## config.mk

```make
export PLATFORM = sky130hd
export DESIGN_NAME = uart_rx_frame_flat
export DESIGN_NICKNAME = d
export VERILOG_FILES = /design/src/rtl/uart_pkg.sv /design/src/rtl/uart_rx_frame_if.sv /design/src/rtl/uart_sync.sv /design/src/rtl/uart_rx_frame.sv /design/src/flat_wrapper.sv
export SDC_FILE = /design/constraint.sdc
export NUM_CORES = 1
export LEC_CHECK = 0
export CAP_MARGIN = 15
export CORE_MARGIN = 5
export CORE_UTILIZATION = 43
export DETAILED_ROUTE_END_ITERATION = 8
export PLACE_DENSITY = 0.65
export SETUP_SLACK_MARGIN = 0.02
export SLEW_MARGIN = 0
export SYNTH_ARGS = -nofsm -noshare
export SYNTH_HDL_FRONTEND = slang
export SYNTH_HIERARCHICAL = 1
export SYNTH_SLANG_ARGS = --single-unit
```

## constraint.sdc

```tcl
create_clock -name clk -period 2.9 [get_ports clk]
set_clock_uncertainty 0.15 [all_clocks]
set_input_delay 0.58 -clock clk [delete_from_list [all_inputs] [get_ports clk]]
set_output_delay 0.58 -clock clk [all_outputs]
set_load 0.03 [all_outputs]
```

## src/rtl/uart_pkg.sv

```systemverilog
// Shared UART definitions: frame geometry, receiver state encoding and the
// parity helper used by both ends of the link.
package uart_pkg;

  localparam int unsigned UART_DATA_BITS = 8;
  localparam int unsigned UART_CPB_W     = 10;

  typedef enum logic [2:0] {IDLE, START, DATA, PARITY, STOP} uart_rx_state_t;

  function automatic logic uart_parity(input logic [UART_DATA_BITS-1:0] b);
    return ^b;
  endfunction

endpackage

```

## src/rtl/uart_rx_frame_if.sv

```systemverilog
// Receive-side byte port: holding register with valid/ack plus status flags.
interface uart_rx_frame_if;
  import uart_pkg::*;

  logic [UART_DATA_BITS-1:0] data_out;
  logic                      data_valid;
  logic                      data_ack;
  logic                      parity_err;
  logic                      frame_err;
  logic                      overrun;
  logic                      busy;

  modport master (
    output data_out, data_valid, parity_err, frame_err, overrun, busy,
    input  data_ack
  );

  modport slave (
    input  data_out, data_valid, parity_err, frame_err, overrun, busy,
    output data_ack
  );
endinterface

```

## src/rtl/uart_sync.sv

```systemverilog
// Flop chain bringing the asynchronous RX line into the clk domain; resets to
// the idle (high) level so reset never looks like a start bit.
module uart_sync #(
  parameter int unsigned DEPTH = 2
) (
  input  logic clk,
  input  logic rst,
  input  logic d,
  output logic q
);

  logic [DEPTH-1:0] chain;

  always_ff @(posedge clk) begin
    if (!rst) chain <= '1;
    else      chain <= {chain[DEPTH-2:0], d};
  end

  assign q = chain[DEPTH-1];

endmodule

```

## src/rtl/uart_rx_frame.sv

```systemverilog
// UART frame receiver: start, DATA_BITS LSB first, even-sum parity, stop.
// Mid-bit sampling of the synchronized line, byte delivered via valid/ack.
module uart_rx_frame
  import uart_pkg::*;
#(
  parameter int unsigned DATA_BITS  = UART_DATA_BITS,
  parameter int unsigned SYNC_DEPTH = 2
) (
  input  logic                  clk,
  input  logic                  rst,
  input  logic                  UART_line,
  input  logic [UART_CPB_W-1:0] clks_per_bit,
  uart_rx_frame_if.master       bus
);

  localparam int unsigned IDX_W = (DATA_BITS > 1) ? $clog2(DATA_BITS) : 1;

  logic line_s;

  uart_sync #(.DEPTH(SYNC_DEPTH)) u_sync (
    .clk (clk),
    .rst (rst),
    .d   (UART_line),
    .q   (line_s)
  );

  uart_rx_state_t        state, state_nxt;
  logic [UART_CPB_W-1:0] cnt, cpb, half;
  logic [IDX_W-1:0]      bit_idx;
  logic [DATA_BITS-1:0]  sh;
  logic                  armed, p_ok, stop_sample, done;
  logic                  bit_tick, half_tick, last_bit;
  logic                  arm_c, start_c, go_data_c, shift_c, par_cap_c, stop_cap_c;

  assign half      = cpb >> 1;
  assign bit_tick  = (cnt == cpb);
  assign half_tick = (cnt == half);
  assign last_bit  = (bit_idx == IDX_W'(DATA_BITS - 1));

  always_ff @(posedge clk) begin
    if (!rst) state <= IDLE;
    else      state <= state_nxt;
  end

  always_comb begin
    state_nxt = state;
    case (state)
      IDLE:    if (armed && !line_s)     state_nxt = START;
      START:   if (half_tick)            state_nxt = line_s ? IDLE : DATA;
      DATA:    if (bit_tick && last_bit) state_nxt = PARITY;
      PARITY:  if (bit_tick)             state_nxt = STOP;
      STOP:    if (bit_tick)             state_nxt = IDLE;
      default:                           state_nxt = IDLE;
    endcase
  end

  // Per-state datapath strobes
  always_comb begin
    arm_c      = 1'b0;
    start_c    = 1'b0;
    go_data_c  = 1'b0;
    shift_c    = 1'b0;
    par_cap_c  = 1'b0;
    stop_cap_c = 1'b0;
    case (state)
      IDLE: begin
        arm_c   = line_s;
        start_c = armed && !line_s;
      end
      START:   go_data_c  = half_tick && !line_s;
      DATA:    shift_c    = bit_tick;
      PARITY:  par_cap_c  = bit_tick;
      STOP:    stop_cap_c = bit_tick;
      default: ;
    endcase
  end

  // A low stop bit disarms start detection until the line has been seen high
  always_ff @(posedge clk) begin
    if (!rst) begin
      cnt         <= '0;
      cpb         <= '0;
      bit_idx     <= '0;
      sh          <= '0;
      armed       <= 1'b0;
      p_ok        <= 1'b0;
      stop_sample <= 1'b0;
      done        <= 1'b0;
    end else begin
      done <= stop_cap_c;
      if (start_c) cpb <= clks_per_bit;
      if (start_c || go_data_c || shift_c || par_cap_c || stop_cap_c)
        cnt <= '0;
      else if (state != IDLE)
        cnt <= cnt + UART_CPB_W'(1);
      if (arm_c)                      armed <= 1'b1;
      else if (stop_cap_c && !line_s) armed <= 1'b0;
      if (go_data_c)    bit_idx <= '0;
      else if (shift_c) bit_idx <= bit_idx + IDX_W'(1);
      if (shift_c)    sh          <= {line_s, sh[DATA_BITS-1:1]};
      if (par_cap_c)  p_ok        <= (line_s == uart_parity(UART_DATA_BITS'(sh)));
      if (stop_cap_c) stop_sample <= line_s;
    end
  end

  // Holding register; a completing frame takes priority over a same-cycle ack
  always_ff @(posedge clk) begin
    if (!rst) begin
      bus.data_out   <= '0;
      bus.data_valid <= 1'b0;
      bus.parity_err <= 1'b0;
      bus.frame_err  <= 1'b0;
      bus.overrun    <= 1'b0;
      bus.busy       <= 1'b0;
    end else begin
      bus.busy <= (state_nxt != IDLE);
      if (done) begin
        bus.data_out   <= UART_DATA_BITS'(sh);
        bus.parity_err <= !p_ok;
        bus.frame_err  <= !stop_sample;
        bus.data_valid <= 1'b1;
        bus.overrun    <= bus.data_valid && !bus.data_ack;
      end else if (bus.data_ack && bus.data_valid) begin
        bus.data_valid <= 1'b0;
        bus.overrun    <= 1'b0;
      end
    end
  end

endmodule

```

## src/flat_wrapper.sv

```systemverilog
// flat-port wrapper written by rule: the top's interface ports become plain ports
module uart_rx_frame_flat import uart_pkg::*;
#(
  parameter int unsigned DATA_BITS  = UART_DATA_BITS,
  parameter int unsigned SYNC_DEPTH = 2
)
  (clk, rst, UART_line, clks_per_bit, bus_data_out, bus_data_valid, bus_parity_err, bus_frame_err, bus_overrun, bus_busy, bus_data_ack);
  uart_rx_frame_if bus_i ();
  input  logic clk;
  input  logic rst;
  input  logic UART_line;
  input  logic [UART_CPB_W-1:0] clks_per_bit;
  output wire logic [$bits(bus_i.data_out)-1:0] bus_data_out;
  output wire logic [$bits(bus_i.data_valid)-1:0] bus_data_valid;
  output wire logic [$bits(bus_i.parity_err)-1:0] bus_parity_err;
  output wire logic [$bits(bus_i.frame_err)-1:0] bus_frame_err;
  output wire logic [$bits(bus_i.overrun)-1:0] bus_overrun;
  output wire logic [$bits(bus_i.busy)-1:0] bus_busy;
  input wire logic [$bits(bus_i.data_ack)-1:0] bus_data_ack;
  assign bus_data_out = bus_i.data_out;
  assign bus_data_valid = bus_i.data_valid;
  assign bus_parity_err = bus_i.parity_err;
  assign bus_frame_err = bus_i.frame_err;
  assign bus_overrun = bus_i.overrun;
  assign bus_busy = bus_i.busy;
  assign bus_i.data_ack = bus_data_ack;
  uart_rx_frame #(.DATA_BITS(DATA_BITS), .SYNC_DEPTH(SYNC_DEPTH)) u_core (.clk(clk), .rst(rst), .UART_line(UART_line), .clks_per_bit(clks_per_bit), .bus(bus_i));
endmodule
```

==> metrics.txt, run 1 <==
status=completed; flops & latches, synth=53; Antenna Nets Post-Route=0; Fmax=461 MHz; Final Max Tran Viols=0; sequential element share of the synthesized area=44.5%; Rel. slew slack=53.6%; Starting Density=43.8%; grt total ovfl=0; yosys warns=6; Reg2Reg Setup Slack=0.73 ns; Least-Margin Pin Slew=0.694 ns; Synth top area share=44.5%; register area=1060 um^2; clk_lat worst skew=0.31 ns; Root Buffer=clkbuf_8; Vias per Instance=5.03; number of buffers inserted by port buffering=26; CTS tree=yes; CP Capture Point=u_core/bus.busy$_SDFF_PN0_; # rows=27; Final Instance Count excl. Fillers=355; critical path fanouts, max=5; Reg2Reg Depth=5; nets=299; Chip Width=84.5 um; syn nets=272; CP Capture Type=flip-flop; Min Hold Slack=0.275 ns; CTS resizes=0; CTS sink count=53; Post-Place Cells=347; GP Congestion=0.773; CTS Buffer Depth=2; max-cap violations=0; Worst Hold Class=flip-flop to flip-flop; area of the multi-input gates=1260 um^2; Critical Path Source Type=flip-flop; Post-Syn Area=2380 um^2; routed len/inst=13.5 um; Die Span Y=84.5 um; global-route wire length before repair=8280 um; RSZ-0062 raised after global routing=no; final setup fails=0; crit path launch=u_core/cnt[8]$_SDFFE_PP0N_; DR iter-0 viols=113; die area=7140 um^2; vias=1787; setup_tns=0 ns; required time worst endpoint=2.96 ns; number of setup buffers added after CTS=0; n_diodes=0; placed inst area=2720 um^2; vias in the first global route=1686; share of cells above drive strength 1=9.19%; Min Clock Period, post-route=2.17 ns; Syn Inst Count=255; total wire length=4780 um; total track usage=14.3%; H-tree depth=2; Setup WS pre-CTS=0.569 ns; clock slew at reported path FFs=0.10 ns; Pleak=0.00120 uW; antenna violations before repair=0; Peak VDD IR=0.277 mV; DRC=0; Reg-to-Reg End=u_core/bus.busy$_SDFF_PN0_; Hold Vio Cnt, Final=0; core area=5440 um^2; half-perimeter wire length after placement=3530 um; Worst Slack Setup Final=0.732 ns; largest net degree at the start of global routing=19; CP Class=flip-flop to flip-flop; CTS Buf Count=5; TritonRoute pass-1 iters=4; FILL cells=514; Pwr per Cell Area=446 nW/um^2; Netlist cell types=38; Avg Inst Size Synth=9.35 um^2; IO Pins=27; Synth area leaders=dfxtp_1 (44%), xor2_1 (9.9%), mux2i_1 (8.0%); CP Data Arrival Time=2.23 ns; period utilisation layout=74.8%; area delta synth->final=18.1%; CTS Hold Bufs=0; design area=2820 um^2; RR Startpoint=u_core/cnt[8]$_SDFFE_PP0N_; Synth area leader=dfxtp_1
-- area by class of cell --
| class | instances | area share (%) |
|---|---|---|
| Clock buffer | 5 | 2.44 |
| Tap cell | 72 | 3.20 |
| Timing Repair Buffer | 31 | 10.6 |
| Sequential cell | 53 | 37.7 |
| Inverter | 4 | 0.533 |
| Multi-Input combinational cell | 187 | 44.6 |
| Clock inverter | 3 | 0.933 |
-- worst max-delay path: stages (launching register included) --
cell     delay, ns
dfxtp_1       0.48
xor2_2        0.14
nor4_4        0.38
and3_4        0.28
mux2_4        0.31
a311o_1       0.34
-- state kept, by name, summed over array words and instances, names as in the netlist, 2 cells and up --
register             flops
u_core/cnt              10
u_core/bus.data_out      8
u_core/state             3
u_core/sh                8
u_core/bit_idx           3
u_core/cpb              10
u_core/u_sync/chain      2
-- worst min-delay path by stage --
| stage | startpoint | endpoint | slack (ns) | cells after the start |
|---|---|---|---|---|
| floorplan | u_core/u_sync/chain[0]$_SDFF_PN1_ | u_core/u_sync/chain[1]$_SDFF_PN1_ | 0.24 | 1 |
| global placement | u_core/u_sync/chain[0]$_SDFF_PN1_ | u_core/u_sync/chain[1]$_SDFF_PN1_ | 0.24 | 1 |
| detailed placement | u_core/u_sync/chain[0]$_SDFF_PN1_ | u_core/u_sync/chain[1]$_SDFF_PN1_ | 0.25 | 1 |
| CTS | u_core/u_sync/chain[0]$_SDFF_PN1_ | u_core/u_sync/chain[1]$_SDFF_PN1_ | 0.28 | 1 |
| global route | u_core/u_sync/chain[0]$_SDFF_PN1_ | u_core/u_sync/chain[1]$_SDFF_PN1_ | 0.31 | 1 |
| finish | u_core/u_sync/chain[0]$_SDFF_PN1_ | u_core/u_sync/chain[1]$_SDFF_PN1_ | 0.27 | 1 |
-- report_power, final --
group / switching (uW) / internal, uW / total [uW]
Combinational: 40.8 / 40.5 / 81.3
Sequential: 8.08 / 734 / 742
Clock: 257 / 176 / 434
Total: 306 / 951 / 1260
-- layout by cell type, fill, tap and decap left out, types with 2 or more instances in the layout --
cell type	Yosys	layout
inv_1	3	3
dfxtp_1	53	53
o21ai_0	5	5
buf_4	2	5
nand3_1	2	2
nand3b_1	2	2
xor2_2	3	3
nor2_1	34	34
or3b_2	3	3
clkinv_4	0	2
xnor2_1	7	7
a31oi_1	2	2
nand2_1	28	28
nand4_1	8	8
clkbuf_8	0	5
xor2_1	27	27
mux2i_1	19	19
ha_1	3	3
a211oi_1	3	3
nor4_1	4	4
and3_1	3	3
nand2b_1	2	2
clkdlybuf4s50_1	0	26
a21oi_1	15	15
nor3_1	4	4
a31o_2	2	2
-- per-layer routing --
metal	routed length [um]	share of wire (%)	global-route usage, %
met1	2510	52	21.1
met2	2080	43	20.4
met3	149	3.1	3.24
met4	50	1.0	5.18
met5	0	0	0
-- stage by stage --
stage | power, uW | util [%]
6_report | 1260 | 51.8
5_1_grt | 1310 | 51.8
4_1_cts | 1270 | 51.8
3_5_place_dp | 840 | 50.0
3_3_place_gp | 839 | 50.0
2_1_floorplan | 805 | -
-- Yosys cell counts, drive strengths merged --
cell type / instances
xor2: 30
buf: 5
and3: 4
nand4: 8
nor2b: 1
nor2: 34
a21oi: 15
a41oi: 1
a311oi: 1
a311o: 1
a31o: 2
mux2: 1
o21ai: 5
nand2b: 2
or3: 1
nor3: 4
xnor2: 7
or3b: 3
nand3: 2
ha: 3
nand2: 28
nor4: 6
inv: 3
mux2i: 19
a31oi: 2
clkbuf: 6
dfxtp: 53
nand3b: 2
a211oi: 3
clkinv: 1
nor3b: 2
-- kinds of logic (layout without fill, tap and decap cells) --
family | Yosys count | after routing | share of synthesized area (%)
adders and majority gates | 3 | 3 | 1.57
DFF | 53 | 53 | 44.5
and+or+nand+nor | 97 | 97 | 20.5
xor gates and xnor gates | 37 | 37 | 14.5
muxes | 20 | 20 | 8.60
buffers and inverters | 15 | 43 | 2.78
AOI/OAI and AO/OA | 30 | 30 | 7.55
No activity file was read; power rests on OpenSTA's default activity.
==> inputs of run 2 (changes only) <==
clock period = 2.1 ns   (was 2.9 ns; I/O delays follow)
==> metrics.txt, run 2 (synthesis results as in run 1) <==
status=completed; placed inst area=2810 um^2 (+3.3%); Root Buffer=clkbuf_8; IO Pins=27 (unchanged); total power=1860 uW (+48%); DRC=0 (unchanged); routed len/inst=13.5 um (+0.13%); die area=7140 um^2 (unchanged); setup_tns=0 ns (unchanged); Rel. slew slack=55.6% (+1.9 points); CP Data Arrival Time=2.05 ns (-0.18 ns); Psw=418 uW (+37%); period utilisation layout=95.0% (+20 points); Fmax=501 MHz (+8.6%); CTS sink count=53 (unchanged); design area=2930 um^2 (+4.0%); vias=1849 (+3.5%); Final Max Tran Viols=0 (unchanged); Pwr per Cell Area=636 nW/um^2 (+42%); final setup fails=0 (unchanged); total wire length=4950 um (+3.5%); CTS tree=yes; antenna violations before repair=0 (unchanged); n_diodes=0 (unchanged); number of buffers inserted by port buffering=26 (unchanged); Min Clock Period, post-route=2.00 ns (-0.172 ns); number of setup buffers added after CTS=0 (unchanged); register area=1060 um^2 (+0.35%); H-tree depth=2 (unchanged); core area=5440 um^2 (unchanged); Clk pwr share=37.7% (+3.2 points); area of the multi-input gates=1260 um^2 (unchanged); biggest regs=u_core/cnt: 10 flops, u_core/cpb: 10 flops; Critical Path Source Type=flip-flop; CTS Buf Count=5 (unchanged); Antenna Nets Post-Route=0 (unchanged); max-cap violations=0 (unchanged); CTS resizes=0 (unchanged); Pleak=0.00126 uW (+5.8%); area delta synth->final=22.8%; DR WL met3=158 um (+6.0%); total track usage=14.6% (+0.30 points); DR iter-0 viols=109 (-3.5%); largest net degree at the start of global routing=25 (+6); nets=311 (+4.0%); required time worst endpoint=2.15 ns (-0.81 ns); CTS Buffer Depth=2 (unchanged); commonest non-fill, non-tap cell in the layout=dfxtp_1; Least-Margin Pin Slew=0.666 ns (-0.0286 ns); Die Span Y=84.5 um (unchanged); TritonRoute pass-1 iters=4 (unchanged); # rows=27 (unchanged); RSZ-0062 raised after global routing=no; Post-Place Cells=359 (+3.5%); met2 wire length=2260 um (+9.0%); clk_lat worst skew=0.31 ns (about the same); Hold Vio Cnt, Final=0 (unchanged); Sw Ratio=22.5% (-1.9 points); vias in the first global route=1778 (+5.5%); share of cells above drive strength 1=13.9% (+4.7 points); Vias per Instance=5.04 (about the same); half-perimeter wire length after placement=3700 um (+4.7%); DR top layer=met4; Final Instance Count excl. Fillers=367 (+3.4%); CP Class=flip-flop to flip-flop; critical path fanouts, max=3 (-2); Chip Width=84.5 um (unchanged); internal power=1440 uW (+52%); global-route wire length before repair=8420 um (+1.7%); Peak VDD IR=0.521 mV (+88%); CP Capture Type=flip-flop; Comb pwr share=7.3% (+0.8 points); CTS Hold Bufs=0 (unchanged); Post-Route M1 WL=2450 um (-2.4%); GP Congestion=0.893 (+15%); grt total ovfl=0 (unchanged); Starting Density=43.8% (unchanged); Worst Hold Class=flip-flop to flip-flop; highest-count cells in the layout ignoring fill and taps=dfxtp_1 (50), nor2_1 (34), nand2_1 (28); sequential power share=55.0% (-4.0 points); clock slew at reported path FFs=0.10 ns (about the same); FILL cells=497 (-3.3%)
run 2: per-stage QoR:
stage / util, % / hold WS, ns / setup WS (ns)
after detailed placement: 51.7 / 0.251 / 0.113
after CTS: 53.8 / 0.274 / 0.0966
after floorplan: - / 0.236 / 0.0414
after global placement: 51.7 / 0.239 / 0.146
final: 53.8 / 0.268 / 0.104
after global routing: 53.8 / 0.313 / 0.0266
run 2: critical path, stage by stage (launching register included):
cell and delay, ns:
dfxtp_1 0.37, xor2_2 0.21, nor4_4 0.30, and3_4 0.23
mux2_4 0.30, a311o_1 0.35
run 2: cell type report:
class / instances / area share, %
Clock buffer: 5 / 2.35
Clock inverter: 3 / 1.50
Inverter: 4 / 0.513
Multi-Input combinational cell: 187 / 42.9
Sequential cell: 53 / 36.4
Tap cell: 72 / 3.08
Timing Repair Buffer: 43 / 13.2
run 2: path summary, 6_finish.rpt:
kind                                                   startpoint                                 to  slack (ns)  depth (start not counted)
worst max-delay path                   u_core/cpb[8]$_SDFFE_PN0P_         u_core/bus.busy$_SDFF_PN0_        0.10                          5
worst min register to register  u_core/u_sync/chain[0]$_SDFF_PN1_  u_core/u_sync/chain[1]$_SDFF_PN1_        0.27                          1
worst max register to register         u_core/cpb[8]$_SDFFE_PN0P_         u_core/bus.busy$_SDFF_PN0_        0.10                          5
worst min-delay path            u_core/u_sync/chain[0]$_SDFF_PN1_  u_core/u_sync/chain[1]$_SDFF_PN1_        0.27                          1
run 2: layer usage:
layer  up-vias  GRT usage, %
met5         -             0
met4         0          5.47
met3         8          4.02
met2        26          22.4
met1       866          19.8
li1        949             -
run 2: power by group through the flow:
stage | Combinational, uW | Clock (uW) | Sequential (uW)
2_1_floorplan | 66.0 | 0 | 1050
3_3_place_gp | 134 | 0 | 1050
3_5_place_dp | 135 | 0 | 1050
4_1_cts | 135 | 718 | 1020
5_1_grt | 147 | 763 | 1030
6_report | 136 | 702 | 1020
==> inputs of run 3 (changes only) <==
SKIP_CTS_REPAIR_TIMING = 1   (was default)
==> results of run 3 <==
The final DEF is identical to that of run 2; final timing and power are the same.
